==> src/rtl/booth2_pkg.sv <==
// Shared radix-4 Booth definitions: code constants, decoded flag bundle,
// emitter state encoding and the code -> flags decode function.
package booth2_pkg;

    localparam logic [2:0] BOOTH_ZERO0 = 3'b000;
    localparam logic [2:0] BOOTH_POS1A = 3'b001;
    localparam logic [2:0] BOOTH_POS1B = 3'b010;
    localparam logic [2:0] BOOTH_POS2  = 3'b011;
    localparam logic [2:0] BOOTH_NEG2  = 3'b100;
    localparam logic [2:0] BOOTH_NEG1A = 3'b101;
    localparam logic [2:0] BOOTH_NEG1B = 3'b110;
    localparam logic [2:0] BOOTH_ZERO1 = 3'b111;

    typedef struct packed {
        logic flag_2x;
        logic flag_s1;
        logic flag_s2;
    } booth2_flags_t;

    typedef enum logic {
        IDLE = 1'b0,
        EMIT = 1'b1
    } state_t;

    // |pp|=2A only for +2/-2; sign flags are both clear for the two zero codes.
    function automatic booth2_flags_t booth2_decode(input logic [2:0] c);
        booth2_flags_t f;
        f.flag_2x = (c == BOOTH_POS2) | (c == BOOTH_NEG2);
        f.flag_s1 = c[2] & ~(c[1] & c[0]);
        f.flag_s2 = ~c[2] & (c[1] | c[0]);
        return f;
    endfunction

    function automatic logic booth2_is_zero(input logic [2:0] c);
        return (c == BOOTH_ZERO0) || (c == BOOTH_ZERO1);
    endfunction

endpackage

==> src/rtl/booth2_group_encoder.sv <==
// Combinational decode of one 3-bit radix-4 Booth code into its
// partial-product selection flags.
module booth2_group_encoder
    import booth2_pkg::*;
(
    input  logic [2:0] code,
    output logic       flag_2x,
    output logic       flag_s1,
    output logic       flag_s2
);

    booth2_flags_t flags;

    assign flags   = booth2_decode(code);
    assign flag_2x = flags.flag_2x;
    assign flag_s1 = flags.flag_s1;
    assign flag_s2 = flags.flag_s2;

endmodule

==> src/rtl/booth2_code_emitter.sv <==
// Serial radix-4 Booth code emitter: accepts one multiplier operand and emits
// one Booth group per beat. Optional zero-group skipping: BOOTH2_ZERO_SKIP_EN.
module booth2_code_emitter
    import booth2_pkg::*;
#(
    parameter  int WIDTH  = 16,
    localparam int GROUPS = WIDTH / 2,
    localparam int IDX_W  = $clog2(GROUPS)
) (
    input  logic             clk,
    input  logic             rst,
    input  logic [WIDTH-1:0] b_in,
    input  logic             b_valid,
    output logic             b_ready,
    output logic [2:0]       code_out,
    output logic [IDX_W-1:0] code_idx,
    output logic             flag_2x,
    output logic             flag_s1,
    output logic             flag_s2,
    output logic             code_last,
    output logic             code_valid,
    input  logic             code_ready
);

    state_t           state_q, state_d;
    logic [WIDTH:0]   sreg_q, sreg_d;
    logic [IDX_W-1:0] idx_q, idx_d;
    logic             is_last;
    logic             skip;

    assign is_last = (idx_q == IDX_W'(GROUPS - 1));

    // A skipped group never raises code_valid; the final group is never skipped
    // so every operand still delivers exactly one code_last.
`ifdef BOOTH2_ZERO_SKIP_EN
    assign skip = (state_q == EMIT) && !is_last && booth2_is_zero(sreg_q[2:0]);
`else
    assign skip = 1'b0;
`endif

    // NOTE: state uses non-blocking assignments so every register samples
    // the pre-edge values of the others.
    always_ff @(posedge clk) begin
        if (rst) begin
            state_q <= IDLE;
            sreg_q  <= '0;
            idx_q   <= '0;
        end else begin
            state_q <= state_d;
            sreg_q  <= sreg_d;
            idx_q   <= idx_d;
        end
    end

    // NOTE: every output and next-state signal gets a default first so no
    // path through the case leaves one unassigned (which would infer a latch).
    always_comb begin
        state_d    = state_q;
        sreg_d     = sreg_q;
        idx_d      = idx_q;
        b_ready    = 1'b0;
        code_valid = 1'b0;
        code_last  = 1'b0;
        code_out   = BOOTH_ZERO0;
        code_idx   = idx_q;

        unique case (state_q)
            IDLE: begin
                b_ready = 1'b1;
                if (b_valid) begin
                    sreg_d  = {b_in, 1'b0};
                    idx_d   = '0;
                    state_d = EMIT;
                end
            end
            EMIT: begin
                code_out   = sreg_q[2:0];
                code_last  = is_last;
                code_valid = !skip;
                if (skip || code_ready) begin
                    if (is_last) begin
                        idx_d   = '0;
                        state_d = IDLE;
                    end else begin
                        // Arithmetic shift keeps the operand sign for the top group.
                        sreg_d = {{2{sreg_q[WIDTH]}}, sreg_q[WIDTH:2]};
                        idx_d  = idx_q + IDX_W'(1);
                    end
                end
            end
            default: begin
                state_d = IDLE;
            end
        endcase
    end

    booth2_group_encoder u_group_encoder (
        .code    (code_out),
        .flag_2x (flag_2x),
        .flag_s1 (flag_s1),
        .flag_s2 (flag_s2)
    );

endmodule

==> config.mk <==
export PLATFORM = sky130hd
export DESIGN_NAME = booth2_code_emitter
export DESIGN_NICKNAME = d
export VERILOG_FILES = /design/src/rtl/booth2_pkg.sv /design/src/rtl/booth2_group_encoder.sv /design/src/rtl/booth2_code_emitter.sv
export SDC_FILE = /design/constraint.sdc
export NUM_CORES = 1
export LEC_CHECK = 0
export ABC_AREA = 1
export BUFFER_PORTS_ARGS = -buffer_cell sky130_fd_sc_hd__clkbuf_2
export CORE_MARGIN = 8
export CORE_UTILIZATION = 46
export DETAILED_ROUTE_END_ITERATION = 10
export HOLD_SLACK_MARGIN = 0.12
export PLACE_DENSITY_LB_ADDON = 0.08
export SKIP_LAST_GASP = 1
export SYNTH_ARGS = -nofsm -noshare
export SYNTH_HDL_FRONTEND = slang
export SYNTH_SLANG_ARGS = --single-unit
==> constraint.sdc <==
create_clock -name clk -period 1.39 [get_ports clk]
set_input_delay 0.2085 -clock clk [delete_from_list [all_inputs] [get_ports clk]]
set_output_delay 0.2085 -clock clk [all_outputs]
set_load 0.01 [all_outputs]
After elaboration in Yosys (flattened, before gate mapping). Cells that the tools add are included.

Bits in registers: 21. Latch bits: 0. Bits in writable memories: 0. Bits in read-only memories: 0. Bits of input ports: 20. Output and inout bits: 12. Word-level logic and storage cells: 38. Memories: 0.

Add/sub/neg operators: 1. $mul: 0. Divide/modulo/power cells: 0. $lt $le $gt $ge: 0. Eq/ne operators: 6. Shift-type cells: 0. Mux-type cells: 16. Bitwise logic cells: 8. Reduce and logical (&&, ||, !) cells: 3.

Operators with widths (count): 17-bit case mux with 2 select lines (1); 16-bit 2-to-1 mux (2); 17-bit 2-to-1 mux (1); 3-bit 2-to-1 mux (4); 3-bit == test (second input constant) (2); 1-bit 2-to-1 mux (6); 2-bit != test (second input constant) (3); 3-bit case mux with 2 select lines (1); 2-bit AND reduction (2); 3-bit by 1-bit adder with 3-bit output (second input constant) (1); 1-bit AND (3); 3-bit by 2-bit == test with 1-bit output (second input constant) (1); 1-bit NOT (3); 3-bit AND reduction (1); 1-bit OR (2); 1-bit case mux with 2 select lines (1).

Longest topological paths before layout. Gate-level depths: netlist (run 1).

Word-level depth: 4. Gate-level depth with buffers: 8.

Modules after synthesis. A second synthesis (run 1) with hierarchy kept.

Cells, all modules: 194. Area, all modules: 1172.4 µm².

By module, submodules not included: booth2_code_emitter (instances 1, cells an instance 187, area each 1141.1 µm²); booth2_group_encoder (instances 1, cells an instance 7, area each 31.3 µm²).

Worst setup path before layout (run 1). Ideal clock, no wire load.

Path type: reg-to-reg. Start point: register idx_q[0], in the netlist code_idx[0]. End point: register sreg_q[0]. Setup time: 115 ps. Arrival: 1252 ps. Data required time: 1275 ps. Setup slack: 23 ps. Stages on the path, launching flop included: 8. Path buffers: 1. Cells stage by stage: dfxtp_1 ha_1 ha_1 inv_1 nand3_1 buf_2 a21oi_1 nor2_1.

Word-level cells in the longest chain between the ends: 3.

Ends and longest elaborated chain: start: declaration (RTL line booth2_code_emitter.sv:27) `logic [IDX_W-1:0] idx_q, idx_d;`; start signal: assignment (RTL line booth2_code_emitter.sv:51) `idx_q <= idx_d;`; 3-bit == test (RTL line booth2_code_emitter.sv:31) `assign is_last = (idx_q == IDX_W'(GROUPS - 1));`; 2-bit != test (no source line); 3-bit AND reduction (no source line); end signal: assignment (RTL line booth2_code_emitter.sv:50) `sreg_q <= sreg_d;`; end: declaration (RTL line booth2_code_emitter.sv:26) `logic [WIDTH:0] sreg_q, sreg_d;`.

No other way between the ends. A chain may end at the register's enable or synchronous reset.

Final worst setup path (run 1).
Start point: register idx_q[0], in the netlist code_idx[0]. End point: output port code_last.

Word-level cells in the longest chain between the ends: 2.

Ends and longest elaborated chain: 3-bit == test (RTL line booth2_code_emitter.sv:31); 1-bit 2-to-1 mux (RTL line booth2_code_emitter.sv:67) `unique case (state_q)`; end: declaration (RTL line booth2_code_emitter.sv:20) `output logic code_last,`.

No other way between the ends.

==> results of run 1 <==
kinds of logic after synthesis:
kind of cell             Yosys count  synth area share
AND/OR/NAND/NOR                  113             0.388
buffers and inverters             36             0.131
AO/OA/AOI/OAI                     23            0.0987
flip-flops                        21             0.361
adder cells (fa/ha/maj)            2            0.0215
worst max-delay path: stages, from the launching register on:
cell and delay (ns):
dfxtp_2 0.35, ha_4 0.16, ha_4 0.16, nand2_2 0.05, inv_2 0.04, buf_6 0.11
stage by stage:
step                      std cells  power [mW]   util
after global routing            264        1.41  0.625
after global placement          253       0.993  0.569
after detailed placement        253        1.01  0.569
final                           264        1.31  0.625
after floorplan                 195       0.901      -
after CTS                       263        1.32  0.615
registers in the layout, summed over array words and instances, names as in the netlist:
signal and flops:
sreg_q 17, code_idx 3, state_q 1
layout by cell type, fill, tap and decap left out, types with 2 or more instances in the layout:
cell type      Yosys  final
nand2_1           72     69
clkbuf_2           0     28
nand3_1           21     21
a21oi_1           21     20
inv_1             23     19
nor2_1            19     18
dfxtp_1           21     18
buf_4              2     10
inv_2              1      4
nand2_2            1      4
clkbuf_4           0      3
buf_2              8      3
ha_4               0      2
dfxtp_2            0      2
dlygate4sd3_1      0      2
buf_12             0      2
what timing repair did:
item	CTS	global route
setup buffers	5	1
resized for setup	13	11
endpoints found under the setup margin	9	6
pin swaps	3	4
hold buffers	2	0
hold endpoints to repair	4	0
metal layers:
layer | GRT usage | share of wire
met5 | 0 | 0
met4 | 0.0533 | 0.0072
met3 | 0.0390 | 0.066
met2 | 0.234 | 0.50
met1 | 0.160 | 0.43
worst min-delay path by stage:
stage	cells after the start	end	startpoint
2_1_floorplan	1	code_idx[0]	rst
5_1_grt	3	sreg_q[16]	b_in[15]
3_3_place_gp	2	state_q	code_ready
4_1_cts	3	sreg_q[16]	b_in[15]
6_report	3	sreg_q[16]	b_in[15]
3_5_place_dp	2	state_q	code_ready
power by group:
| part | switching [mW] | internal, mW | leakage (nW) |
|---|---|---|---|
| clock network | 0.186 | 0.112 | 0.0150 |
| logic | 0.182 | 0.142 | 0.646 |
| registers | 0.0341 | 0.652 | 0.175 |
| total | 0.402 | 0.906 | 0.836 |
area by class of cell:
| cell class | instances | area [µm²] | share of cell area |
|---|---|---|---|
| Clock buffer | 4 | 26.3 | 0.0173 |
| Multi-Input combinational cell | 138 | 632 | 0.416 |
| Sequential cell | 21 | 427 | 0.281 |
| Inverter | 25 | 96.3 | 0.0634 |
| Timing Repair Buffer | 46 | 302 | 0.198 |
| Tap cell | 30 | 37.5 | 0.0247 |
==> run metrics, run 1 <==
# IOs=32; chip height=66.4 µm; Fin Clk Skew=0.00245 ns; design area=1520 µm²; DRC=0; H-tree lvl count=1; share of the synthesized area in the top cell type=0.361; CTS tree=done; worst slew pin tran=0.181 ns; # setup viols final=0; P_leak=0.836 nW; wire length of the first global-routing pass=4.93 mm; Worst setup startpoint=code_idx[0]; Starting Density=0.479; IO Port Bufs=31; fillers=243; Synth async-reset ratio=0; GRT Util Overall=0.138; pwr/cell area=861 nW/µm²; fin. max-slew vios=0; share of post-route cells with drive strength above 1=0.269; Cell variety after synth=14; Post-DRT Antenna Nets=0; Sink Count=21; Synth warnings=0; clock buffer depth=2; Seq/Total Area, Yosys=0.361; Worst-Skew Late Latency=0.31 ns; maximum VDD drop=0.652 mV; post-layout worst setup margin=0.00845 ns; die area=4400 µm²; clock root buffer=clkbuf_4; Syn Nets=217; Worst Setup End Kind=output pin; Yosys reg bits=21; reg2reg end=sreg_q[0]; WHS=0.148 ns; crit path to=code_last; ys flop type=dfxtp_1; fmax=724 MHz; Setup TNS Final=0 ns; Final Hold Vio Count=0; number of global-route vias before repair=1,189; total wire length=2.91 mm; FF-to-FF Start=code_idx[0]; CP Launch Type=flip-flop; via count=1,296; antenna cells=0; Post-synth EDFFs=0; Die X=66.4 µm; dpl ws=0.0301 ns; top post-synthesis cells by area=dfxtp_1, nand2_1, a21oi_1; Post-Syn Area=1170 µm²; Std-Cell Rows=18; Vias/cell=4.91; top-count cell post-synth=nand2_1; RSZ-0062 raised after global routing=true; Core Region=2430 µm²; largest area contributor in the netlist=dfxtp_1; Placer Congestion=0.809; Post-Syn Instances=195; Crit Path Class=reg2out; min Tclk post-route=1.38 ns; Worst EP required=1.18 ns; initial antenna violation count=0; wire per inst=11.0 µm; crit-path max FO=3; placed cell areas=1390 µm²; CTS buffer count=3; r2r setup slk=0.09 ns; largest net degree at the start of global routing=37; Slew HR=0.879; HPWL Detailed=2.03 mm; Tcrit/Tclk final=0.994; status=finished, final reports clean; Max-Cap Viols=0; most frequent cells after synthesis=nand2_1, inv_1, a21oi_1, dfxtp_1, nand3_1; Critical Path AT=1.17 ns; total grt overflow=0; nets@finish=257; clk slew on worst S/H paths=0.12 ns; HP Class=in2reg; initial DRC count=69; Register-to-Register Path Depth=7; Area growth syn-to-layout=30.4%; DRT Pass-1 Iters=4; Syn Area/Cell=5.98 µm²
Power figures use the tool's default switching activity.
==> run 2, diff against run 1 <==
--- a/config.mk
+++ b/config.mk
@@ -8,7 +8,8 @@
 export ABC_AREA = 1
 export BUFFER_PORTS_ARGS = -buffer_cell sky130_fd_sc_hd__clkbuf_2
 export CORE_MARGIN = 8
-export CORE_UTILIZATION = 46
+export CORE_UTILIZATION = 48
+export CTS_BUF_LIST = sky130_fd_sc_hd__clkbuf_8
 export DETAILED_ROUTE_END_ITERATION = 10
 export HOLD_SLACK_MARGIN = 0.12
 export PLACE_DENSITY_LB_ADDON = 0.08
==> run 2 against run 1 <==
Compared with the run above:
- the flow now finishes with violations (setup timing)
- sequential share of layout area down 3.1 points
- wire length up 16%
- combinational power up 20%
- largest power group unchanged
- highest routed layer unchanged
==> run metrics, run 2 (same netlist as run 1, synthesis figures left out) <==
clock root buffer=clkbuf_8; Sink Count=21 (unchanged); most frequent cells in the layout=nand2_1, clkbuf_2, inv_1, nor2_1, dfxtp_1; Slew HR=0.783 (-0.0963); Worst-Skew Late Latency=0.25 ns (-0.06 ns); chip height=65.3 µm (-1.6%); H-tree lvl count=1 (unchanged); antenna cells=0 (unchanged); clk slew on worst S/H paths=0.07 ns (-0.05 ns); die area=4260 µm² (-3.2%); clock buffer depth=2 (unchanged); Placer Congestion=0.784 (-3.1%); worst slew pin tran=0.326 ns (+0.145 ns); maximum VDD drop=0.739 mV (+13%); FF-to-FF Start=code_idx[0]; CTS tree=done; Setup TNS Final=-0.171 ns (-0.171 ns); crit-path max FO=2 (-1); Final Hold Vio Count=0 (unchanged); Starting Density=0.488 (+0.00905); # IOs=32 (unchanged); Std-Cell Rows=18 (unchanged); post-layout worst setup margin=-0.0449 ns (-0.0534 ns); GRT Util Overall=0.143 (+0.00439); IO Port Bufs=31 (unchanged); total grt overflow=0 (unchanged); fmax=697 MHz (-3.7%); failing checks=setup timing; Die X=65.3 µm (-1.6%); Vias/cell=4.94 (+0.64%); Core Region=2390 µm² (-1.9%); Post-CTS Hold Buffers=0 (-2); fin. max-slew vios=0 (unchanged); Critical Path AT=1.23 ns (+0.06 ns); most common cell after layout, fill and taps aside=nand2_1; reg2reg end=sreg_q[11]; max reg flops=17 (unchanged); P_leak=0.914 nW (+9.4%); min Tclk post-route=1.43 ns (+0.0534 ns); design area=1710 µm² (+13%); share of post-route cells with drive strength above 1=0.385 (+0.116); Worst setup startpoint=code_idx[0]; WHS Endpoint=code_idx[0]; Tcrit/Tclk final=1.03 (+0.0384); initial DRC count=68 (-1.4%); # setup viols final=12 (+12); CTS buffer count=3 (unchanged); via count=1,329 (+2.5%); Register-to-Register Path Depth=9 (+2); Crit Path Class=reg2out; Area growth syn-to-layout=46.7%; RSZ-0062 raised after global routing=true; largest register by flop count=sreg_q; Post-DRT Antenna Nets=0 (unchanged); Max-Cap Viols=0 (unchanged); nets@finish=262 (+1.9%); WHS Path Cells=2 (-1); total wire length=3.38 mm (+16%); r2r setup slk=-0.03 ns (-0.12 ns); DRC=0 (unchanged); wire length of the first global-routing pass=5.11 mm (+3.5%); HPWL Detailed=2.10 mm (+3.5%); placed cell areas=1380 µm² (-0.36%); CP Launch Type=flip-flop; pwr/cell area=857 nW/µm² (-0.47%); DRT Pass-1 Iters=4 (unchanged); status=finished, violations left; Worst Setup End Kind=output pin; initial antenna violation count=0 (unchanged); largest net degree at the start of global routing=33 (-11%); HP Class=in2reg; min-delay src=rst; number of global-route vias before repair=1,243 (+4.5%); wire per inst=12.6 µm (+14%); Fin Clk Skew=0.00152 ns (-0.000925 ns); Worst EP required=1.18 ns (about the same)
==> run 2: changes by cell type in the layout (fill, tap and decap cells not counted), sizes merged <==
cell / before / now
dlygate4sd3: 2 / 0
buf: 16 / 20
inv: 24 / 25
clkbuf: 32 / 34
==> run 2: metrics by stage <==
| stage | setup WS (ns) | power (mW) | instances | util | hold slack (ns) |
|---|---|---|---|---|---|
| floorplan | 0.0229 | 0.901 | 195 | - | 0.278 |
| global placement | 0.0688 | 0.992 | 254 | 0.578 | 0.429 |
| detailed placement | 0.00766 | 1.00 | 254 | 0.578 | 0.448 |
| CTS | -0.0460 | 1.40 | 263 | 0.629 | 0.164 |
| global route | -0.0883 | 1.55 | 269 | 0.716 | 0.182 |
| finish | -0.0449 | 1.47 | 269 | 0.716 | 0.171 |
==> run 2: worst max path at each step <==
stage          slack, ns          to  cells past startpoint
2_1_floorplan       0.02   sreg_q[0]                      7
3_3_place_gp        0.07   sreg_q[3]                      7
3_5_place_dp       0.008  sreg_q[11]                      7
4_1_cts            -0.05   code_last                      6
5_1_grt            -0.09   code_last                      6
6_report           -0.04   code_last                      6
==> run 2: what timing repair did <==
item                       4_1_cts  5_1_grt
resized for setup               13       36
buffers inserted                 5        3
pin swaps                        1       10
gates cloned                     0        3
setup endpoints to repair        8       20
==> run 2: critical path, cell delays in order, from the launching register on <==
cell and delay (ns):
dfxtp_2 0.34, ha_4 0.16, ha_4 0.16, buf_6 0.11
nand2_2 0.06, inv_2 0.04, buf_6 0.11
==> run 2: power by group <==
group | total [mW] | internal (mW) | switching, mW
Clock | 0.391 | 0.197 | 0.194
Sequential | 0.686 | 0.652 | 0.0338
Combinational | 0.389 | 0.171 | 0.218
Total | 1.47 | 1.02 | 0.446
==> run 2: layer usage <==
layer / vias to the layer above / global-route usage / share of wire
met5: - / 0 / 0
met4: 0 / 0.0436 / 0.0044
met3: 2 / 0.0374 / 0.057
met2: 30 / 0.237 / 0.48
met1: 613 / 0.175 / 0.45
li1: 684 / - / -
==> run 2: area by class of cell <==
| class | count | area [µm²] |
|---|---|---|
| timing repair buffer | 51 | 370 |
| clock buffer | 3 | 41.3 |
| tap | 30 | 37.5 |
| clock inverter | 1 | 3.75 |
| inverter | 25 | 98.8 |
| fill | 229 | 677 |
| multi-input combinational | 138 | 732 |
| sequential | 21 | 427 |
